==> src/rtl/load_store_unit_if.sv <==
// Bundles the core request/response channel and the data-memory port of the load/store unit.
// The slave modport is the unit's view; master is the core/memory environment's view.
interface load_store_unit_if #(
   parameter int ADDR_W = 10
);
   logic              req_valid;
   logic              req_ready;
   logic              req_we;
   logic [2:0]        req_funct3;
   logic [31:0]       req_addr;
   logic [31:0]       req_wdata;
   logic              resp_valid;
   logic              resp_err;
   logic [31:0]       resp_rdata;
   logic              mem_we;
   logic [ADDR_W-1:0] mem_addr;
   logic [31:0]       mem_wdata;
   logic [31:0]       mem_rdata;

   modport slave (
      input  req_valid, req_we, req_funct3, req_addr, req_wdata, mem_rdata,
      output req_ready, resp_valid, resp_err, resp_rdata, mem_we, mem_addr, mem_wdata
   );

   modport master (
      output req_valid, req_we, req_funct3, req_addr, req_wdata, mem_rdata,
      input  req_ready, resp_valid, resp_err, resp_rdata, mem_we, mem_addr, mem_wdata
   );
endinterface

==> src/rtl/load_store_unit.sv <==
// RV32I load/store unit: byte-addressed requests onto a word-wide memory with 1-cycle read.
// Sub-word stores are done as read-modify-write; loads are lane-selected and extended.
module load_store_unit #(
   parameter int ADDR_W = 10
) (
   input  logic             clk,
   input  logic             rst,
   load_store_unit_if.slave bus
);
   typedef enum logic [1:0] {
      S_IDLE,
      S_LD_WAIT,
      S_ST_MERGE,
      S_RESP_ERR
   } state_t;

   state_t            r_state;
   state_t            w_state_next;
   logic [1:0]        r_off;
   logic [2:0]        r_funct3;
   logic [15:0]       r_wdata;
   logic [ADDR_W-1:0] r_addr;
   logic              r_resp_valid;
   logic              r_resp_err;
   logic [31:0]       r_resp_rdata;

   logic              w_accept;
   logic              w_err;
   logic              w_latch;
   logic              w_mem_we;
   logic [ADDR_W-1:0] w_mem_addr;
   logic [31:0]       w_mem_wdata;
   logic              w_resp_valid_next;
   logic              w_resp_err_next;
   logic [31:0]       w_resp_rdata_next;
   logic [7:0]        w_byte;
   logic [15:0]       w_half;
   logic [31:0]       w_load_data;
   logic [31:0]       w_merged;
   logic              w_unused;

   assign w_accept = bus.req_valid && (r_state == S_IDLE);
   assign w_unused = ^{bus.req_addr[31:ADDR_W+2], bus.req_wdata[31:16]};

   always_comb begin
      w_err = 1'b0;
      if (bus.req_we) begin
         w_err = (bus.req_funct3 >= 3'd3)
               || (bus.req_funct3 == 3'd1 && bus.req_addr[0])
               || (bus.req_funct3 == 3'd2 && bus.req_addr[1:0] != 2'b00);
      end else begin
         case (bus.req_funct3)
            3'd1, 3'd5:       w_err = bus.req_addr[0];
            3'd2:             w_err = (bus.req_addr[1:0] != 2'b00);
            3'd3, 3'd6, 3'd7: w_err = 1'b1;
            default:          w_err = 1'b0;
         endcase
      end
   end

   // Lane extraction and extension for loads, using the offset latched at accept.
   always_comb begin
      w_byte = bus.mem_rdata[{r_off, 3'b000} +: 8];
      w_half = r_off[1] ? bus.mem_rdata[31:16] : bus.mem_rdata[15:0];
      case (r_funct3)
         3'd0:    w_load_data = {{24{w_byte[7]}}, w_byte};
         3'd1:    w_load_data = {{16{w_half[15]}}, w_half};
         3'd4:    w_load_data = {24'd0, w_byte};
         3'd5:    w_load_data = {16'd0, w_half};
         default: w_load_data = bus.mem_rdata;
      endcase
   end

   always_comb begin
      w_merged = bus.mem_rdata;
      if (r_funct3 == 3'd0) begin
         w_merged[{r_off, 3'b000} +: 8] = r_wdata[7:0];
      end else begin
         w_merged[{r_off[1], 4'b0000} +: 16] = r_wdata;
      end
   end

   always_comb begin
      w_state_next      = r_state;
      w_latch           = 1'b0;
      w_mem_we          = 1'b0;
      w_mem_addr        = r_addr;
      w_mem_wdata       = bus.req_wdata;
      w_resp_valid_next = 1'b0;
      w_resp_err_next   = 1'b0;
      w_resp_rdata_next = 32'd0;
      case (r_state)
         S_IDLE: begin
            w_mem_addr = bus.req_addr[ADDR_W+1:2];
            if (w_accept) begin
               w_latch = 1'b1;
               if (w_err) begin
                  w_state_next = S_RESP_ERR;
               end else if (bus.req_we) begin
                  // Full-word stores write immediately; sub-word stores read first.
                  if (bus.req_funct3 == 3'd2) begin
                     w_mem_we          = 1'b1;
                     w_resp_valid_next = 1'b1;
                  end else begin
                     w_state_next = S_ST_MERGE;
                  end
               end else begin
                  w_state_next = S_LD_WAIT;
               end
            end
         end
         S_LD_WAIT: begin
            w_resp_valid_next = 1'b1;
            w_resp_rdata_next = w_load_data;
            w_state_next      = S_IDLE;
         end
         S_ST_MERGE: begin
            w_mem_we          = 1'b1;
            w_mem_wdata       = w_merged;
            w_resp_valid_next = 1'b1;
            w_state_next      = S_IDLE;
         end
         S_RESP_ERR: begin
            w_resp_valid_next = 1'b1;
            w_resp_err_next   = 1'b1;
            w_state_next      = S_IDLE;
         end
         default: w_state_next = S_IDLE;
      endcase
   end

   always_ff @(posedge clk or posedge rst) begin
      if (rst) begin
         r_state      <= S_IDLE;
         r_off        <= 2'd0;
         r_funct3     <= 3'd0;
         r_wdata      <= 16'd0;
         r_addr       <= '0;
         r_resp_valid <= 1'b0;
         r_resp_err   <= 1'b0;
         r_resp_rdata <= 32'd0;
      end else begin
         r_state      <= w_state_next;
         r_resp_valid <= w_resp_valid_next;
         r_resp_err   <= w_resp_err_next;
         r_resp_rdata <= w_resp_rdata_next;
         if (w_latch) begin
            r_off    <= bus.req_addr[1:0];
            r_funct3 <= bus.req_funct3;
            r_wdata  <= bus.req_wdata[15:0];
            r_addr   <= bus.req_addr[ADDR_W+1:2];
         end
      end
   end

   // Reset must suppress a pending merge write immediately, not at the next edge.
   assign bus.mem_we     = w_mem_we & ~rst;
   assign bus.mem_addr   = w_mem_addr;
   assign bus.mem_wdata  = w_mem_wdata;
   assign bus.req_ready  = (r_state == S_IDLE);
   assign bus.resp_valid = r_resp_valid;
   assign bus.resp_err   = r_resp_err;
   assign bus.resp_rdata = r_resp_rdata;
endmodule

==> src/flat_wrapper.sv <==
// flat-port wrapper written by rule: the top's interface ports become plain ports
module load_store_unit_flat 
#(
   parameter int ADDR_W = 10
)
  (clk, rst, bus_req_valid, bus_req_we, bus_req_funct3, bus_req_addr, bus_req_wdata, bus_mem_rdata, bus_req_ready, bus_resp_valid, bus_resp_err, bus_resp_rdata, bus_mem_we, bus_mem_addr, bus_mem_wdata);
  load_store_unit_if #(.ADDR_W(ADDR_W)) bus_i ();
  input  logic clk;
  input  logic rst;
  input wire logic [$bits(bus_i.req_valid)-1:0] bus_req_valid;
  input wire logic [$bits(bus_i.req_we)-1:0] bus_req_we;
  input wire logic [$bits(bus_i.req_funct3)-1:0] bus_req_funct3;
  input wire logic [$bits(bus_i.req_addr)-1:0] bus_req_addr;
  input wire logic [$bits(bus_i.req_wdata)-1:0] bus_req_wdata;
  input wire logic [$bits(bus_i.mem_rdata)-1:0] bus_mem_rdata;
  output wire logic [$bits(bus_i.req_ready)-1:0] bus_req_ready;
  output wire logic [$bits(bus_i.resp_valid)-1:0] bus_resp_valid;
  output wire logic [$bits(bus_i.resp_err)-1:0] bus_resp_err;
  output wire logic [$bits(bus_i.resp_rdata)-1:0] bus_resp_rdata;
  output wire logic [$bits(bus_i.mem_we)-1:0] bus_mem_we;
  output wire logic [$bits(bus_i.mem_addr)-1:0] bus_mem_addr;
  output wire logic [$bits(bus_i.mem_wdata)-1:0] bus_mem_wdata;
  assign bus_i.req_valid = bus_req_valid;
  assign bus_i.req_we = bus_req_we;
  assign bus_i.req_funct3 = bus_req_funct3;
  assign bus_i.req_addr = bus_req_addr;
  assign bus_i.req_wdata = bus_req_wdata;
  assign bus_i.mem_rdata = bus_mem_rdata;
  assign bus_req_ready = bus_i.req_ready;
  assign bus_resp_valid = bus_i.resp_valid;
  assign bus_resp_err = bus_i.resp_err;
  assign bus_resp_rdata = bus_i.resp_rdata;
  assign bus_mem_we = bus_i.mem_we;
  assign bus_mem_addr = bus_i.mem_addr;
  assign bus_mem_wdata = bus_i.mem_wdata;
  load_store_unit #(.ADDR_W(ADDR_W)) u_core (.clk(clk), .rst(rst), .bus(bus_i));
endmodule
==> config.mk <==
export PLATFORM = sky130hd
export DESIGN_NAME = load_store_unit_flat
export DESIGN_NICKNAME = d
export VERILOG_FILES = /design/src/rtl/load_store_unit_if.sv /design/src/rtl/load_store_unit.sv /design/src/flat_wrapper.sv
export SDC_FILE = /design/constraint.sdc
export NUM_CORES = 1
export LEC_CHECK = 0
export CORE_MARGIN = 10
export CORE_UTILIZATION = 39
export DETAILED_ROUTE_END_ITERATION = 10
export GPL_ROUTABILITY_DRIVEN = 0
export PLACE_DENSITY = 0.89
export SLEW_MARGIN = 20
export SYNTH_ARGS = -nofsm -noshare
export SYNTH_HDL_FRONTEND = slang
export SYNTH_SLANG_ARGS = --single-unit
==> constraint.sdc <==
create_clock -name clk -period 2.69 [get_ports clk]
set_clock_uncertainty 0.2 [all_clocks]
set_input_delay 0.269 -clock clk [delete_from_list [all_inputs] [get_ports clk]]
set_output_delay 0.269 -clock clk [all_outputs]
set_load 0.1 [all_outputs]
==> impl_metrics.tcl <==
set metrics [dict create \
    cp.arrival_ns 2.21 \
    synth_warnings 0 \
    setup_viol 0 \
    synth.cell_area_um2 4330 \
    fillCellCount 777 \
    regToRegSetupSlack_ns 0.29 \
    ff2ff_path_depth 5 \
    netlist_top_cells_area "dfrtp_1, mux2_2, mux2i_1, a221o_1, a22o_1" \
    final_util_pct 64.7 \
    finalCriticalPeriod_ns 2.67 \
    drc 0 \
    crit_type "flip-flop to output port" \
    diodes 0 \
    overflow 0 \
    multiInputGateArea_um2 2680 \
    syn_to_final_growth_pct 61.9 \
    dpl_worst_slack_ns 0.267 \
    rr_endpoint "u_core.bus.resp_rdata[11]" \
    first_pass_iters 7 \
    drive_gt1_share_pct 36.3 \
    p_per_area_nw_per_um2 800 \
    syn_inst 415 \
    core_um2 10800 \
    routed_via_density 6.13 \
    ys_seq_area_share_pct 38.7 \
    grt_setup_unrepaired "true" \
    cpPeakStageDelay_ns 0.38 \
    cts_tree "built" \
    grt_pass1_wl_mm 25.9 \
    grt_antenna_before_repair 0 \
    placementRows 38 \
    grt_pass1_vias 4483 \
    grt_usage_pct 20.4 \
    cts_buffer_depth 2 \
    ant_nets 0 \
    cts.sinks 67 \
    synth_cell_types 38 \
    start_kind "flip-flop" \
    max_freq_mhz 374 \
    synth_seq_cells 67 \
    maxCapViolCount 0 \
    cts.htree.levels 3 \
    finalNetCount 673 \
    fp.dieH_um 125 \
    vdd_drop_max_mv 0.403 \
    synth_edf_count 0 \
    pin_count 181 \
    syn_nets 523 \
    insertion_delay_ns 0.36 \
    die_area_um2 15700 \
    synth_top_area_cell "dfrtp_1" \
    netlist.area_leader.share_pct 38.7 \
    crit_fanout 8 \
    required_ns 2.22 \
    slew_headroom_pct 56.7 \
    slew_viol_final 0 \
    cts_buffers 9 \
    finalHoldViolCount 0 \
    wl_per_cell_um 23.9 \
    p_leak_uw 0.00314 \
    clockRootBuffer "clkbuf_8" \
    start_util_pct 39.9 \
    placed_area_um2 6710 \
    synthFlopType "dfrtp_1" \
    timing.rr.start "u_core.r_off[1]" \
    worstPathBufferInverterCount 3 \
    crit_slowest_cell "dfrtp_1" \
    holdCritPathClass "input port to async pin" \
    finalCritPeriodShare_pct 99.4 \
    grt_max_degree 55 \
    dp_hpwl_mm 12.5 \
    port_buffers 160 \
    status "complete, no violations" \
    regArea_um2 1680 \
    worst_slack_ns 0.0153 \
    drt_iter0_drc 458 \
    path_clk_slew_ns 0.08 \
    endpoint_kind "output port" \
    dr_total_vias 4353 \
    critical-path-top-delay-family "compound AO/OA/AOI/OAI gates" \
    postSynthAreaPerCell_um2 10.4 \
    drt_wl_total_mm 17.0 \
    synthArstFlopShare_pct 100 \
    tightest_slew_ns 0.648 \
    dieWidth_um 125 \
    path_cells "inv_1 -> ha_4 -> nor4bb_2 -> buf_4 -> a221o_1 -> a22o_4 -> buf_12" \
    final_area_um2 7010 \
]
worst reg2reg max path: stages (launching register included):
cell,delay [ns]
dfrtp_2,0.42
buf_4,0.13
buf_6,0.38
mux4_2,0.65
a21oi_4,0.31
a221oi_1,0.16
registers in the layout, indices dropped and copies added (netlist names):
signal                 count
u_core.r_state             2
u_core.r_wdata            16
u_core.bus.resp_rdata     32
u_core.bus.resp_valid      1
u_core.bus.resp_err        1
u_core.r_funct3            3
u_core.r_addr             10
u_core.r_off               2
where the power goes:
group / switching [uW] / internal [uW] / total (uW) / leakage [uW]
Combinational: 2120 / 1250 / 3370 / 0.00219
Sequential: 164 / 1170 / 1340 / 0.000849
Clock: 420 / 482 / 902 / 0.000106
Total: 2700 / 2900 / 5610 / 0.00314
worst max path at each step:
| stage | from | endpoint | slack (ns) | depth (start not counted) |
|---|---|---|---|---|
| finish | u_core.r_off[0] | bus_mem_wdata[16] | 0.02 | 7 |
| global placement | bus_req_funct3[1] | bus_mem_we | 0.33 | 5 |
| floorplan | u_core.r_off[1] | bus_mem_wdata[10] | 0.01 | 9 |
| global route | u_core.r_off[0] | bus_mem_wdata[16] | -0.02 | 7 |
| CTS | u_core.r_off[1] | bus_mem_wdata[16] | 0.003 | 7 |
| detailed placement | bus_req_funct3[1] | bus_mem_we | 0.27 | 5 |
layer usage:
layer  GRT usage (%)  vias to the layer above  share of wire, %
met5               0                        -                 0
met4            8.47                        0               3.3
met3            5.37                       50               9.2
met2            33.6                      265                49
met1            24.8                     2139                39
li1                -                     1899                 -
Yosys cell counts (all sizes together) (2+ instances only):
cell     count
dfrtp       67
mux2        49
a21oi       34
mux2i       33
a221o       32
a22o        32
nand2       27
buf         25
inv         24
nand3       19
clkbuf      14
a211oi       8
a221oi       8
ha           5
o32ai        5
a2111oi      4
nor2         4
nor2b        4
nand2b       3
nor4bb       3
and2         2
nor4b        2
o22ai        2
placed cells by master, fill, tap and decap left out, drive strengths merged, types with 8 or more instances in the layout:
cell	n
mux2	49
a211oi	8
clkbuf	11
a22o	32
buf	95
a221o	32
dfrtp	67
clkdlybuf4s50	82
nand2	27
a21oi	34
nand3	19
inv	25
mux2i	33
a221oi	8
layout make-up:
cell class | count | share of cell area [%]
Inverter | 24 | 1.29
Clock inverter | 5 | 0.857
Multi-Input combinational cell | 285 | 38.2
Timing Repair Buffer | 178 | 31.1
Tap cell | 140 | 2.50
Clock buffer | 11 | 2.16
Sequential cell | 67 | 23.9
cell families after synthesis:
kind of cell	synth area share (%)
adder cells (fa/ha/maj)	1.45
buffers and inverters	6.91
multiplexers	20.9
AO/OA/AOI/OAI	23.7
AND/OR/NAND/NOR	8.29
flip-flops	38.7
metrics by stage:
stage / power (uW) / setup TNS, ns / hold WS (ns) / std cells
6_report: 5610 / 0 / 0.0703 / 710
3_5_place_dp: 4610 / 0 / 0.292 / 691
4_1_cts: 5550 / 0 / 0.0470 / 708
5_1_grt: 5790 / -0.138 / 0.0835 / 710
2_1_floorplan: 3590 / 0 / 0.185 / 415
3_3_place_gp: 4540 / 0 / 0.287 / 691
timing repair:
action | CTS | global route
cloned | 1 | 0
resized for setup | 3 | 8
hold buffers | 0 | 0
setup endpoints to repair | 32 | 32
buffers inserted | 0 | 2
(Power assumes the default switching activity.)
